--- src/rtl/sprite_scheduler.sv ---
// Double-buffered sprite list: producer fills one bank while the other streams to graphics.
// First entry valid 2 cycles after new_frame, one entry per 2 cycles; stream stalls on !sprite_ready.
module sprite_scheduler #(
  parameter int CANVAS_WIDTH  = 360,
  parameter int CANVAS_HEIGHT = 720,
  parameter int NUM_FRAMES    = 24,
  parameter int MAX_SPRITES   = 64
) (
  input  logic                          clk_pixel,
  input  logic                          sys_rst,
  input  logic                          new_frame,
  input  logic                          wr_valid,
  input  logic [$clog2(CANVAS_WIDTH)-1:0]  wr_x,
  input  logic [$clog2(CANVAS_HEIGHT)-1:0] wr_y,
  input  logic [$clog2(NUM_FRAMES)-1:0]    wr_frame,
  output logic                          wr_ready,
  output logic                          sprite_valid,
  output logic [$clog2(CANVAS_WIDTH)-1:0]  sprite_x,
  output logic [$clog2(CANVAS_HEIGHT)-1:0] sprite_y,
  output logic [$clog2(NUM_FRAMES)-1:0]    sprite_frame_number,
  input  logic                          sprite_ready,
  output logic [7:0]                    drop_count,
  output logic [7:0]                    late_count
);

  localparam int XW = $clog2(CANVAS_WIDTH);
  localparam int YW = $clog2(CANVAS_HEIGHT);
  localparam int FW = $clog2(NUM_FRAMES);
  localparam int AW = $clog2(MAX_SPRITES);
  localparam int CW = AW + 1;
  localparam int DW = XW + YW + FW;

  typedef enum logic [1:0] {IDLE, FETCH, PRESENT} state_t;

  state_t          r_state;
  state_t          w_state_nxt;
  logic            r_wr_bank;
  logic [CW-1:0]   r_wr_count;
  logic [CW-1:0]   r_rd_count;
  logic [CW-1:0]   r_rd_idx;
  logic [7:0]      r_drop_count;
  logic [7:0]      r_late_count;
  logic [DW-1:0]   r_mem [2*MAX_SPRITES];
  logic [DW-1:0]   r_rd_dat;

  logic            w_in_range;
  logic            w_wr_acc;
  logic            w_last;
  logic            w_hs;
  logic [CW-1:0]   w_swap_count;

  assign w_in_range   = (wr_x < XW'(CANVAS_WIDTH)) && (wr_y < YW'(CANVAS_HEIGHT)) &&
                        (wr_frame < FW'(NUM_FRAMES));
  assign wr_ready     = (r_wr_count < CW'(MAX_SPRITES));
  assign w_wr_acc     = wr_valid && wr_ready && w_in_range;
  // A write landing on the swap cycle still belongs to the outgoing bank.
  assign w_swap_count = r_wr_count + CW'(w_wr_acc);
  assign w_last       = ((r_rd_idx + CW'(1)) == r_rd_count);
  assign w_hs         = (r_state == PRESENT) && sprite_ready;

  always_comb begin
    w_state_nxt = r_state;
    unique case (r_state)
      IDLE:    w_state_nxt = IDLE;
      FETCH:   w_state_nxt = PRESENT;
      PRESENT: if (sprite_ready) w_state_nxt = w_last ? IDLE : FETCH;
      default: w_state_nxt = IDLE;
    endcase
    if (new_frame) w_state_nxt = (w_swap_count != '0) ? FETCH : IDLE;
  end

  always_ff @(posedge clk_pixel) begin
    if (w_wr_acc) r_mem[{r_wr_bank, r_wr_count[AW-1:0]}] <= {wr_x, wr_y, wr_frame};
  end

  always_ff @(posedge clk_pixel) begin
    if (sys_rst) begin
      r_state      <= IDLE;
      r_wr_bank    <= 1'b0;
      r_wr_count   <= '0;
      r_rd_count   <= '0;
      r_rd_idx     <= '0;
      r_drop_count <= '0;
      r_late_count <= '0;
      r_rd_dat     <= '0;
    end else begin
      r_state <= w_state_nxt;
      if (wr_valid && !w_wr_acc && (r_drop_count != 8'hFF))
        r_drop_count <= r_drop_count + 8'd1;
      if (r_state == FETCH)
        r_rd_dat <= r_mem[{~r_wr_bank, r_rd_idx[AW-1:0]}];
      if (new_frame) begin
        // Any unfinished stream is abandoned in favour of the fresh list.
        r_wr_bank  <= ~r_wr_bank;
        r_rd_count <= w_swap_count;
        r_wr_count <= '0;
        r_rd_idx   <= '0;
        if ((r_state != IDLE) && (r_late_count != 8'hFF))
          r_late_count <= r_late_count + 8'd1;
      end else begin
        if (w_wr_acc) r_wr_count <= r_wr_count + CW'(1);
        if (w_hs && !w_last) r_rd_idx <= r_rd_idx + CW'(1);
      end
    end
  end

  assign sprite_valid = (r_state == PRESENT);
  assign {sprite_x, sprite_y, sprite_frame_number} = r_rd_dat;
  assign drop_count = r_drop_count;
  assign late_count = r_late_count;

endmodule

--- config.mk ---
export PLATFORM = sky130hd
export DESIGN_NAME = sprite_scheduler
export DESIGN_NICKNAME = d
export VERILOG_FILES = /design/src/rtl/sprite_scheduler.sv
export SDC_FILE = /design/constraint.sdc
export NUM_CORES = 2
export LEC_CHECK = 0
export ABC_AREA = 1
export ABC_CLOCK_PERIOD_IN_PS = 3500
export BUFFER_PORTS_ARGS = -buffer_cell sky130_fd_sc_hd__buf_2
export CELL_PAD_IN_SITES_DETAIL_PLACEMENT = 0
export CELL_PAD_IN_SITES_GLOBAL_PLACEMENT = 2
export CORE_MARGIN = 2
export CORE_UTILIZATION = 44
export CTS_CLUSTER_DIAMETER = 80
export DETAILED_ROUTE_END_ITERATION = 10
export GPL_ROUTABILITY_DRIVEN = 1
export PLACE_DENSITY_LB_ADDON = 0.1
export SKIP_LAST_GASP = 1
export SYNTH_ARGS = -nofsm -noshare
export SYNTH_HDL_FRONTEND = slang
export SYNTH_SLANG_ARGS = --single-unit
--- constraint.sdc ---
create_clock -name clk_pixel -period 3.5 [get_ports clk_pixel]
set_input_delay 0.35 -clock clk_pixel [delete_from_list [all_inputs] [get_ports clk_pixel]]
set_output_delay 0.35 -clock clk_pixel [all_outputs]
set_load 0.01 [all_outputs]
==> run summary <==
arrival time at the worst endpoint -> 4130 ps
Critical Path Fanout Max -> 37
first-pass GRT wire length -> 607,000 um
RSZ-0062 raised after global routing -> false
CP Class -> reg2reg
number of fillers in the final layout -> 25,031
min Tclk post-route -> 3310 ps
Mapped Cells -> 10,872
HP Class -> in2reg
H-tree levels -> 5
Root Driver -> clkbuf_16
Seq/Total Area, Yosys -> 73.5%
Gate power share -> 2.2%
Final Worst Setup Slack -> 187 ps
status -> completed
worst slack, placed -> 241 ps
port buffer count -> 70
Max-cap violations -> 0
DRT antenna net count -> 0
Slew Limit Fails -> 0
Cell Rows -> 197
Die Area -> 294,000 sq um
synthesized area -> 127,000 sq um
worst vdd rail ir drop -> 398 uV
drt first pass iters -> 6
CTS clk-pin slew, worst paths -> 60 ps
clock group share of total power -> 44.7%
Slew headroom -> 13.6%
Synth Register Bits -> 3,136
Avg Inst Size Synth -> 11.7 sq um
Cell variety after synth -> 33
R2R depth -> 11
All-Layer GR Usage -> 28.7%
setup violators final -> 0
worst r2r dst -> r_rd_dat[14]$_SDFFE_PP0N_
# IOs -> 71
post_cts resized -> 0
ys flop type -> edfxtp_1
die outline height -> 542 um
min-delay src -> wr_y[2]
worst path required time -> 4310 ps
Yosys Warn Count -> 0
WHS -> 57.0 ps
CTS Buffer Depth -> 4
detail-routed net length per standard cell -> 28.2 um
DP HPWL -> 247,000 um
final core occ -> 51.3%
largest net degree at the start of global routing -> 129
leakage -> 52.6 nW
worst-margin pin slew -> 1290 ps
Fmax -> 0.302 GHz
drt first-iter violations -> 10,080
Internal -> 61.4 mW
worst r2r src -> r_rd_idx[1]$_SDFFE_PP0P_
EDFF count, synth -> 3,072
TNS Setup -> 0 ps
CTS tree -> built
Final GP Congestion -> 0.856
worst hold path endpoint -> r_mem[121][7]$_DFFE_PP_
FFs w/ async S/R, synth -> 0%
core area -> 288,000 sq um
clk_lat worst skew -> 930 ps
Reg area -> 93,500 sq um
element type at the critical path end -> flop
worst clock skew -> 33.6 ps
Die Wd -> 542 um
sequential fraction of design power -> 53.1%
vias post-DR -> 86,155
P per Cell Area -> 527 nW/um^2
hold path cells -> 1
Post-route DRC -> 0
Sw Share -> 21.0%
initial antenna violation count -> 28
GR Overflow Total -> 0
area growth from synthesis to layout -> 16.1%
vias in the first global route -> 80,771
area taken by multi-input logic gates -> 29,700 sq um
Initial Util -> 44.2%
Critical Path Source Type -> flop
period utilization -> 94.7%
Total Wirelength -> 428,000 um
R2R Setup Slk -> 190 ps
final hold violation count -> 0
Sink Count -> 3,136
Vias/cell -> 5.66
Nets -> 11,192
share of cells above drive strength 1 -> 11.1%
TritonCTS buffer count -> 342
sw power -> 16.4 mW
Syn Nets -> 10,910
## flip-flops by register name (all words and copies together) (netlist names)
signal	flops
r_wr_count	7
r_state	2
r_wr_bank	1
r_mem	3072
r_rd_dat	24
r_rd_count	7
drop_count	8
r_rd_idx	7
late_count	8
## cell type report
| cell class | instances | area share, % |
|---|---|---|
| Sequential cell | 3136 | 63.3 |
| Multi-Input combinational cell | 6704 | 20.1 |
| Clock buffer | 449 | 6.21 |
| Timing Repair Buffer | 638 | 5.35 |
| Tap cell | 3781 | 3.20 |
| Clock inverter | 160 | 0.933 |
| Inverter | 332 | 0.872 |
| Antenna cell | 14 | 0.0237 |
## logic make-up after synthesis
logic type	after synthesis	synth area share (%)
AO/OA/AOI/OAI	164	0.756
flip-flops	3136	73.5
XOR/XNOR	16	0.116
AND/OR/NAND/NOR	6515	22.1
adder cells (fa/ha/maj)	9	0.0885
buffers and inverters	1032	3.46
## metrics by stage
| stage | instances | total power, mW | area, sq um |
|---|---|---|---|
| 6_report | 15214 | 77.8 | 148000 |
| 3_5_place_dp | 14574 | 43.8 | 137000 |
| 4_1_cts | 15200 | 78.3 | 148000 |
| 5_1_grt | 15202 | 79.7 | 148000 |
| 2_1_floorplan | 10872 | 42.4 | 127000 |
| 3_3_place_gp | 14574 | 43.8 | 137000 |
## synth_stat cells (14+ instances only)
master | count | area, sq um
nand2_1 | 3434 | 12900
edfxtp_1 | 3072 | 92200
nand3_1 | 2702 | 13500
buf_2 | 370 | 1850
inv_1 | 327 | 1230
nor2_1 | 245 | 920
clkbuf_1 | 213 | 800
buf_1 | 101 | 379
nor3_1 | 70 | 350
dfxtp_1 | 64 | 1280
a21oi_1 | 54 | 270
o21ai_0 | 52 | 260
o211ai_1 | 50 | 375
or2_2 | 50 | 313
buf_4 | 15 | 113
xor2_1 | 14 | 123
## metal layers
| layer | GRT usage, % | part of all wire (%) |
|---|---|---|
| met4 | 9.84 | 3.8 |
| met1 | 40.9 | 43 |
| met3 | 3.15 | 6.9 |
| met5 | 0 | 0.0028 |
| met2 | 46.0 | 47 |
## worst max-delay path by stage
stage	start	endpoint	slack, ps
floorplan	wr_x[4]	r_mem[103][0]$_DFFE_PP_	560
global placement	r_rd_idx[1]$_SDFFE_PP0P_	r_rd_dat[5]$_SDFFE_PP0N_	230
detailed placement	r_rd_idx[1]$_SDFFE_PP0P_	r_rd_dat[14]$_SDFFE_PP0N_	240
CTS	r_rd_idx[1]$_SDFFE_PP0P_	r_rd_dat[5]$_SDFFE_PP0N_	240
global route	r_rd_idx[0]$_SDFFE_PP0P_	r_rd_dat[14]$_SDFFE_PP0N_	160
finish	r_rd_idx[1]$_SDFFE_PP0P_	r_rd_dat[14]$_SDFFE_PP0N_	190
## critical path, cell delays in order, from the launching register on
cell,delay [ps]
dfxtp_4,440
inv_8,330
buf_4,550
nand3_1,150
nand3_1,110
nand3_1,240
nand3_1,260
nand3_1,360
nand3_1,440
nand3_1,130
nand2_1,90
inv_1,40
## layout by cell type (no fill, tap or decap), drive strengths merged, types with 7 or more instances in the layout
master,netlist,routed
or2,50,50
o21ai,52,52
edfxtp,3072,3072
nand3,2703,2703
clkinv,1,127
nand4,7,7
a21oi,54,54
diode,0,14
clkbuf,213,449
ha,9,9
inv,331,345
buf,487,621
dlygate4sd3,0,17
o211ai,50,50
nand2,3435,3435
bufinv,0,20
nor3,70,70
dfxtp,64,64
xor2,15,15
nor2,247,247
## power by group through the flow
stage                     combinational, mW  sequential [mW]  clock, mW
after floorplan                       0.371             42.1          0
after global placement                 1.69             42.1          0
after detailed placement               1.71             42.1          0
after CTS                              1.73             41.3       35.3
after global routing                   1.80             41.3       36.7
final                                  1.72             41.3       34.8
## what timing repair did
| action | 4_1_cts | 5_1_grt |
|---|---|---|
| buffers inserted | 0 | 0 |
| hold endpoints to repair | 335 | 0 |
| hold buffers | 17 | 0 |
Note: power is estimated with default switching activity, not from simulation.
